===== src/rtl/reg_writeback_unit_pkg.sv =====
// rtl/reg_writeback_unit_pkg.sv - shared constants and writeback entry type (package rf_pkg)
package rf_pkg;

    localparam int NUM_REGS      = 4;
    localparam int DATA_WIDTH    = 36;
    localparam int ADDRESS_WIDTH = $clog2(NUM_REGS);
    localparam int FIFO_DEPTH    = 4;
    localparam int PTR_WIDTH     = $clog2(FIFO_DEPTH);
    localparam int CNT_WIDTH     = $clog2(FIFO_DEPTH + 1);

    typedef struct packed {
        logic [ADDRESS_WIDTH-1:0] rd;
        logic [DATA_WIDTH-1:0]    data;
    } wb_entry_t;

endpackage


===== src/rtl/reg_writeback_unit_if.sv =====
// rtl/reg_writeback_unit_if.sv - result, register-file write and operand-read signals of the writeback unit
interface reg_writeback_unit_if;
    import rf_pkg::*;

    logic                     i_res_valid;
    logic                     o_res_ready;
    logic [ADDRESS_WIDTH-1:0] i_res_rd;
    logic [DATA_WIDTH-1:0]    i_res_data;
    logic                     i_hold;
    logic [ADDRESS_WIDTH-1:0] o_rf_rd;
    logic [DATA_WIDTH-1:0]    o_rf_wdata;
    logic                     o_rf_wen;
    logic [ADDRESS_WIDTH-1:0] i_rs1;
    logic [ADDRESS_WIDTH-1:0] i_rs2;
    logic [DATA_WIDTH-1:0]    i_rs1_rf_data;
    logic [DATA_WIDTH-1:0]    i_rs2_rf_data;
    logic [DATA_WIDTH-1:0]    o_rs1_data;
    logic [DATA_WIDTH-1:0]    o_rs2_data;
    logic                     o_rs1_hazard;
    logic                     o_rs2_hazard;
    logic [NUM_REGS-1:0]      o_pending;
    logic [CNT_WIDTH-1:0]     o_count;

    // The writeback unit itself
    modport slave (
        input  i_res_valid, i_res_rd, i_res_data, i_hold,
        input  i_rs1, i_rs2, i_rs1_rf_data, i_rs2_rf_data,
        output o_res_ready, o_rf_rd, o_rf_wdata, o_rf_wen,
        output o_rs1_data, o_rs2_data, o_rs1_hazard, o_rs2_hazard,
        output o_pending, o_count
    );

    // Execute / operand-read side driving the unit
    modport master (
        output i_res_valid, i_res_rd, i_res_data, i_hold,
        output i_rs1, i_rs2, i_rs1_rf_data, i_rs2_rf_data,
        input  o_res_ready, o_rf_rd, o_rf_wdata, o_rf_wen,
        input  o_rs1_data, o_rs2_data, o_rs1_hazard, o_rs2_hazard,
        input  o_pending, o_count
    );

endinterface


===== src/rtl/reg_writeback_unit_wb_fifo.sv =====
// rtl/reg_writeback_unit_wb_fifo.sv - writeback buffer (module wb_fifo) with age-ordered read port
module wb_fifo
    import rf_pkg::*;
(
    input  logic                             clk_i,
    input  logic                             rst_i,
    input  logic                             push_i,
    input  wb_entry_t                        push_entry_i,
    input  logic                             pop_i,
    output wb_entry_t                        head_o,
    output logic [CNT_WIDTH-1:0]             count_o,
    output wb_entry_t [FIFO_DEPTH-1:0]       age_entry_o,
    output logic [FIFO_DEPTH-1:0]            age_valid_o
);

    logic [PTR_WIDTH-1:0] wr_ptr_q, wr_ptr_d;
    logic [PTR_WIDTH-1:0] rd_ptr_q, rd_ptr_d;
    logic [CNT_WIDTH-1:0] count_q, count_d;
    wb_entry_t            mem_q [FIFO_DEPTH];

    // Pointer and occupancy next state; pointers wrap naturally since depth is a power of two
    always_comb begin
        wr_ptr_d = wr_ptr_q;
        rd_ptr_d = rd_ptr_q;
        count_d  = count_q;
        if (push_i) wr_ptr_d = wr_ptr_q + PTR_WIDTH'(1);
        if (pop_i)  rd_ptr_d = rd_ptr_q + PTR_WIDTH'(1);
        case ({push_i, pop_i})
            2'b10:   count_d = count_q + CNT_WIDTH'(1);
            2'b01:   count_d = count_q - CNT_WIDTH'(1);
            default: count_d = count_q;
        endcase
    end

    // Pointer and occupancy registers, cleared immediately on reset
    always_ff @(posedge clk_i or posedge rst_i) begin
        if (rst_i) begin
            wr_ptr_q <= '0;
            rd_ptr_q <= '0;
            count_q  <= '0;
        end else begin
            wr_ptr_q <= wr_ptr_d;
            rd_ptr_q <= rd_ptr_d;
            count_q  <= count_d;
        end
    end

    // Entry storage; contents are only meaningful where the occupancy says so
    always_ff @(posedge clk_i) begin
        if (push_i) mem_q[wr_ptr_q] <= push_entry_i;
    end

    assign head_o  = (count_q != '0) ? mem_q[rd_ptr_q] : '0;
    assign count_o = count_q;

    // Age view: slot 0 is the youngest entry, walking backward from the write pointer
    always_comb begin
        logic [PTR_WIDTH-1:0] idx;
        idx = '0;
        for (int k = 0; k < FIFO_DEPTH; k++) begin
            idx            = wr_ptr_q - PTR_WIDTH'(k + 1);
            age_entry_o[k] = mem_q[idx];
            age_valid_o[k] = (CNT_WIDTH'(k) < count_q);
        end
    end

endmodule


===== src/rtl/reg_writeback_unit.sv =====
// rtl/reg_writeback_unit.sv - writeback buffer, pending tracking and operand resolution (optional RWB_BYPASS_EN)
module reg_writeback_unit
    import rf_pkg::*;
(
    input  logic                i_clk,
    input  logic                i_rst,
    reg_writeback_unit_if.slave bus
);

    logic                       push;
    logic                       pop;
    wb_entry_t                  head;
    logic [CNT_WIDTH-1:0]       count;
    wb_entry_t [FIFO_DEPTH-1:0] age_entry;
    logic [FIFO_DEPTH-1:0]      age_valid;
    logic [CNT_WIDTH-1:0]       ctr_q [NUM_REGS];
    logic [CNT_WIDTH-1:0]       ctr_d [NUM_REGS];
    logic [NUM_REGS-1:0]        pending;

    // No push-through when full: readiness depends only on current occupancy
    assign bus.o_res_ready = (count != CNT_WIDTH'(FIFO_DEPTH));
    assign push            = bus.i_res_valid && bus.o_res_ready;
    assign pop             = (count != '0) && !bus.i_hold && !i_rst;

    assign bus.o_rf_wen    = pop;
    assign bus.o_rf_rd     = head.rd;
    assign bus.o_rf_wdata  = head.data;
    assign bus.o_count     = count;
    assign bus.o_pending   = pending;

    wb_fifo u_fifo (
        .clk_i        (i_clk),
        .rst_i        (i_rst),
        .push_i       (push),
        .push_entry_i ({bus.i_res_rd, bus.i_res_data}),
        .pop_i        (pop),
        .head_o       (head),
        .count_o      (count),
        .age_entry_o  (age_entry),
        .age_valid_o  (age_valid)
    );

    // Per-register count of buffered writes; push and pop of the same register cancel
    always_comb begin
        for (int r = 0; r < NUM_REGS; r++) begin
            ctr_d[r] = ctr_q[r];
            if (push && (bus.i_res_rd == ADDRESS_WIDTH'(r))) ctr_d[r] = ctr_d[r] + CNT_WIDTH'(1);
            if (pop && (head.rd == ADDRESS_WIDTH'(r)))       ctr_d[r] = ctr_d[r] - CNT_WIDTH'(1);
            pending[r] = (ctr_q[r] != '0);
        end
    end

    // Per-register counters, cleared immediately on reset
    always_ff @(posedge i_clk or posedge i_rst) begin
        if (i_rst) begin
            for (int r = 0; r < NUM_REGS; r++) ctr_q[r] <= '0;
        end else begin
            for (int r = 0; r < NUM_REGS; r++) ctr_q[r] <= ctr_d[r];
        end
    end

`ifdef RWB_BYPASS_EN
    // Forward the youngest buffered value for each operand (including the head being written now)
    always_comb begin
        bus.o_rs1_data   = bus.i_rs1_rf_data;
        bus.o_rs2_data   = bus.i_rs2_rf_data;
        bus.o_rs1_hazard = 1'b0;
        bus.o_rs2_hazard = 1'b0;
        for (int k = FIFO_DEPTH - 1; k >= 0; k--) begin
            if (age_valid[k] && (age_entry[k].rd == bus.i_rs1)) bus.o_rs1_data = age_entry[k].data;
            if (age_valid[k] && (age_entry[k].rd == bus.i_rs2)) bus.o_rs2_data = age_entry[k].data;
        end
    end
`else
    logic unused_age;
    assign unused_age = ^{age_entry, age_valid};

    // Without forwarding, an operand with a buffered write is a hazard the caller must stall on
    always_comb begin
        bus.o_rs1_data   = bus.i_rs1_rf_data;
        bus.o_rs2_data   = bus.i_rs2_rf_data;
        bus.o_rs1_hazard = pending[bus.i_rs1];
        bus.o_rs2_hazard = pending[bus.i_rs2];
    end
`endif

endmodule


===== src/flat_wrapper.sv =====
// flat-port wrapper written by rule: the top's interface ports become plain ports
module reg_writeback_unit_flat import rf_pkg::*;
  (i_clk, i_rst, bus_i_res_valid, bus_i_res_rd, bus_i_res_data, bus_i_hold, bus_i_rs1, bus_i_rs2, bus_i_rs1_rf_data, bus_i_rs2_rf_data, bus_o_res_ready, bus_o_rf_rd, bus_o_rf_wdata, bus_o_rf_wen, bus_o_rs1_data, bus_o_rs2_data, bus_o_rs1_hazard, bus_o_rs2_hazard, bus_o_pending, bus_o_count);
  reg_writeback_unit_if bus_i ();
  input  logic i_clk;
  input  logic i_rst;
  input wire logic [$bits(bus_i.i_res_valid)-1:0] bus_i_res_valid;
  input wire logic [$bits(bus_i.i_res_rd)-1:0] bus_i_res_rd;
  input wire logic [$bits(bus_i.i_res_data)-1:0] bus_i_res_data;
  input wire logic [$bits(bus_i.i_hold)-1:0] bus_i_hold;
  input wire logic [$bits(bus_i.i_rs1)-1:0] bus_i_rs1;
  input wire logic [$bits(bus_i.i_rs2)-1:0] bus_i_rs2;
  input wire logic [$bits(bus_i.i_rs1_rf_data)-1:0] bus_i_rs1_rf_data;
  input wire logic [$bits(bus_i.i_rs2_rf_data)-1:0] bus_i_rs2_rf_data;
  output wire logic [$bits(bus_i.o_res_ready)-1:0] bus_o_res_ready;
  output wire logic [$bits(bus_i.o_rf_rd)-1:0] bus_o_rf_rd;
  output wire logic [$bits(bus_i.o_rf_wdata)-1:0] bus_o_rf_wdata;
  output wire logic [$bits(bus_i.o_rf_wen)-1:0] bus_o_rf_wen;
  output wire logic [$bits(bus_i.o_rs1_data)-1:0] bus_o_rs1_data;
  output wire logic [$bits(bus_i.o_rs2_data)-1:0] bus_o_rs2_data;
  output wire logic [$bits(bus_i.o_rs1_hazard)-1:0] bus_o_rs1_hazard;
  output wire logic [$bits(bus_i.o_rs2_hazard)-1:0] bus_o_rs2_hazard;
  output wire logic [$bits(bus_i.o_pending)-1:0] bus_o_pending;
  output wire logic [$bits(bus_i.o_count)-1:0] bus_o_count;
  assign bus_i.i_res_valid = bus_i_res_valid;
  assign bus_i.i_res_rd = bus_i_res_rd;
  assign bus_i.i_res_data = bus_i_res_data;
  assign bus_i.i_hold = bus_i_hold;
  assign bus_i.i_rs1 = bus_i_rs1;
  assign bus_i.i_rs2 = bus_i_rs2;
  assign bus_i.i_rs1_rf_data = bus_i_rs1_rf_data;
  assign bus_i.i_rs2_rf_data = bus_i_rs2_rf_data;
  assign bus_o_res_ready = bus_i.o_res_ready;
  assign bus_o_rf_rd = bus_i.o_rf_rd;
  assign bus_o_rf_wdata = bus_i.o_rf_wdata;
  assign bus_o_rf_wen = bus_i.o_rf_wen;
  assign bus_o_rs1_data = bus_i.o_rs1_data;
  assign bus_o_rs2_data = bus_i.o_rs2_data;
  assign bus_o_rs1_hazard = bus_i.o_rs1_hazard;
  assign bus_o_rs2_hazard = bus_i.o_rs2_hazard;
  assign bus_o_pending = bus_i.o_pending;
  assign bus_o_count = bus_i.o_count;
  reg_writeback_unit u_core (.i_clk(i_clk), .i_rst(i_rst), .bus(bus_i));
endmodule

===== config.mk =====
export PLATFORM = sky130hd
export DESIGN_NAME = reg_writeback_unit_flat
export DESIGN_NICKNAME = d
export VERILOG_FILES = /design/src/rtl/reg_writeback_unit_pkg.sv /design/src/rtl/reg_writeback_unit_if.sv /design/src/rtl/reg_writeback_unit_wb_fifo.sv /design/src/rtl/reg_writeback_unit.sv /design/src/flat_wrapper.sv
export SDC_FILE = /design/constraint.sdc
export NUM_CORES = 1
export LEC_CHECK = 0
export ABC_AREA = 1
export CORE_UTILIZATION = 48
export DETAILED_ROUTE_END_ITERATION = 8
export GPL_TIMING_DRIVEN = 0
export PLACE_DENSITY = 0.81
export SLEW_MARGIN = 25
export SYNTH_ARGS = -nofsm -noshare
export SYNTH_HDL_FRONTEND = slang
export SYNTH_SLANG_ARGS = --single-unit

===== constraint.sdc =====
create_clock -name i_clk -period 3.11 [get_ports i_clk]
set_input_delay 0.4665 -clock i_clk [delete_from_list [all_inputs] [get_ports i_clk]]
set_output_delay 0.4665 -clock i_clk [all_outputs]
set_load 0.1 [all_outputs]

==> results.toml <==
[run_status]
status = "completed"

[logic_synthesis]
syn_inst = 766
synthMuxAreaShare = 0
synth-edff-count = 152
synthTopCellsByArea = "edfxtp_1, nor2_1, buf_4"
synth-compound-area-share = 0.07663
yosys.area_share.simple = 0.1531
ys_async_sr_fraction = 0.1111
syn-num-nets = 902
yosysUniqueCellTypes = 32
yosysWarnings = 0
syn_area_per_cell_um2 = 10.70
synth.top_cell.area_share = 0.5569
synthXorXnorAreaFrac = 0.008548
syn-cell-area_um2 = 8197
ys_seq_area_frac = 0.6149
ys_ff_latch = 171
yosys.area_share.adder = 0.02839
synthFlopType = "edfxtp_1"
yosysTopAreaCell = "edfxtp_1"
synth_top_family_by_area = "simple AND/OR/NAND/NOR gates"

[drt]
drtAntennaViolNets = 0
routed_wl_mm = 20.95
via_per_inst = 5.096
first_pass_iters = 7
wl_per_cell_um = 17.65
drc_errors = 0
drt-initial-drc-count = 393
vias = 6049

[die]
start_util = 0.4925
core-area_um2 = 16640
die_w_um = 132.7
ioPinCount = 239
std_cell_rows = 47
dieArea_um2 = 17600
die_h_um = 132.7

[sta]
fin_crit_ns = 3.031
rsz0062_at_grt = "no"
setup_viol = 0
tightest_slew_ns = 1.088
fmax_ghz = 0.3300
finalMaxSlewViolations = 0
final.period_utilization = 0.9745
slew_headroom = 0.2724
hold_viol_final = 0
fin_worst_skew_ns = 0.009142

[worst_setup_path]
critPathKind = "flip-flop to primary output"
worst_setup_path_end_kind = "primary output"
reg2reg_slack_ns = 0.77
worstPathRequired_ns = 2.64
cp.arrival_ns = 2.56
cp_max_fo = 10
start_kind = "flip-flop"

[worst_hold_path]
min_path_type = "primary input to async pin"

[global_route]
grt_pass1_vias = 5783
antenna_found_initial = 0
grt_pass1_wl_mm = 31.62
grt_max_degree = 23
grt_use_total = 0.2407
grt_overflow = 0

[cells_and_area]
area_growth_pct = 32.07
final_cell_mix = "nor2_1, edfxtp_1, clkdlybuf4s50_1, nand2_1, buf_4"
drive_gt1_frac = 0.2120
fin_cells = 1187
fin_area_um2 = 10830
nets = 1090
antenna_cells = 0
final_common_cell = "nor2_1"
fin_util = 0.6505

[clock_network]
clockBufferDepth = 2
cts-root-buf = "clkbuf_16"
hold_buffers = 0
clk-insertion-delay-late_ns = 0.42
path_clk_slew_ns = 0.07
cts_buffers = 17
cts_tree = "yes"
cts_sinks = 171
h-tree-depth = 4

[place]
io_buffers = 165
dp_cells = 1155
gp_congestion = 0.8094
dpl_cell_area_um2 = 10280
hpwl_mm = 14.92

[flow_run]
drv_cap = 0
## cells in the mapped netlist (2+ instances only)
cell and count:
ha_1 17, nand2_2 8, dfrtp_1 19, nand3_2 7, buf_6 5, inv_2 2
nand3_4 3, nor2_4 3, buf_4 77, nand2_4 3, o21ai_0 52, xor2_1 3
a32oi_1 2, nand2_1 78, nand3b_1 3, a21oi_1 40, buf_2 10, o21ai_1 30
nand3_1 10, edfxtp_1 152, nor2_1 160, nand4_1 6, xnor2_1 5, inv_1 56
buf_1 2, clkbuf_1 7
## area by class of cell
| type | count | area, um^2 |
|---|---|---|
| Buffer | 102 | 738.2 |
| Clock buffer | 17 | 425.4 |
| Clock inverter | 15 | 135.1 |
| Fill cell | 1250 | 5817 |
| Inverter | 60 | 232.7 |
| Multi-Input combinational cell | 433 | 2253 |
| Sequential cell | 171 | 5041 |
| Tap cell | 220 | 275.3 |
| Timing Repair Buffer | 169 | 1724 |
## flip-flops by register name, indices dropped and copies added (netlist names)
name,count
u_core.ctr_q,12
u_core.u_fifo.mem_q,152
u_core.u_fifo.wr_ptr_q,2
u_core.u_fifo.count_o,3
u_core.u_fifo.rd_ptr_q,2
## per-stage QoR
stage | setup TNS (ns) | hold slack (ns) | worst slack, ns
5_1_grt | 0 | 0.5712 | 0.001149
3_5_place_dp | -0.6347 | 0.5320 | -0.2548
6_report | 0 | 0.4912 | 0.07940
3_3_place_gp | -0.5789 | 0.5243 | -0.2773
2_1_floorplan | -13.40 | 0.4176 | -0.4880
4_1_cts | 0 | 0.5203 | 0.01209
## cells by family after synthesis
group | after synthesis
and+or+nand+nor | 283
xor gates and xnor gates | 8
DFF | 171
buffers and inverters | 162
adders and majority gates | 18
AOI/OAI and AO/OA | 124
## worst max-delay path: stages, from the launching register on
cell and delay (ns):
dfrtp_1 0.42, nor2_2 0.08, nand2_4 0.13, clkinv_1 0.30, buf_1 0.37, a21oi_1 0.27, clkdlybuf4s18_2 0.57
## routing by layer
| metal | GRT usage | vias up | wire (um) |
|---|---|---|---|
| met5 | 0 | - | 0 |
| met4 | 0.07918 | 0 | 380 |
| met3 | 0.04636 | 27 | 1410 |
| met2 | 0.4459 | 300 | 11410 |
| met1 | 0.2777 | 2847 | 7748 |
| li1 | - | 2875 | - |
## what timing repair did
item | in CTS | in global routing
endpoints found under the setup margin | 40 | 13
buffers inserted | 0 | 0
gates resized for setup | 111 | 21
hold endpoints to repair | 0 | 0
## final timing paths
kind / from / to / cells past startpoint
worst max-delay path: u_core.u_fifo.count_o[0] / bus_o_rf_wdata[26] / 6
worst min register to register: u_core.u_fifo.count_o[0] / u_core.u_fifo.count_o[0] / 1
worst min-delay path: i_rst / u_core.ctr_q[1] / 2
worst max register to register: u_core.u_fifo.count_o[0] / u_core.u_fifo.count_o[2] / 11
max in group asynchronous: i_rst / u_core.u_fifo.count_o[2] / 2
min in group i_clk: u_core.u_fifo.count_o[0] / u_core.u_fifo.count_o[0] / 1
Power is not shown: default switching activity piles up to over one toggle a cycle in this logic, so the estimate is an artifact.
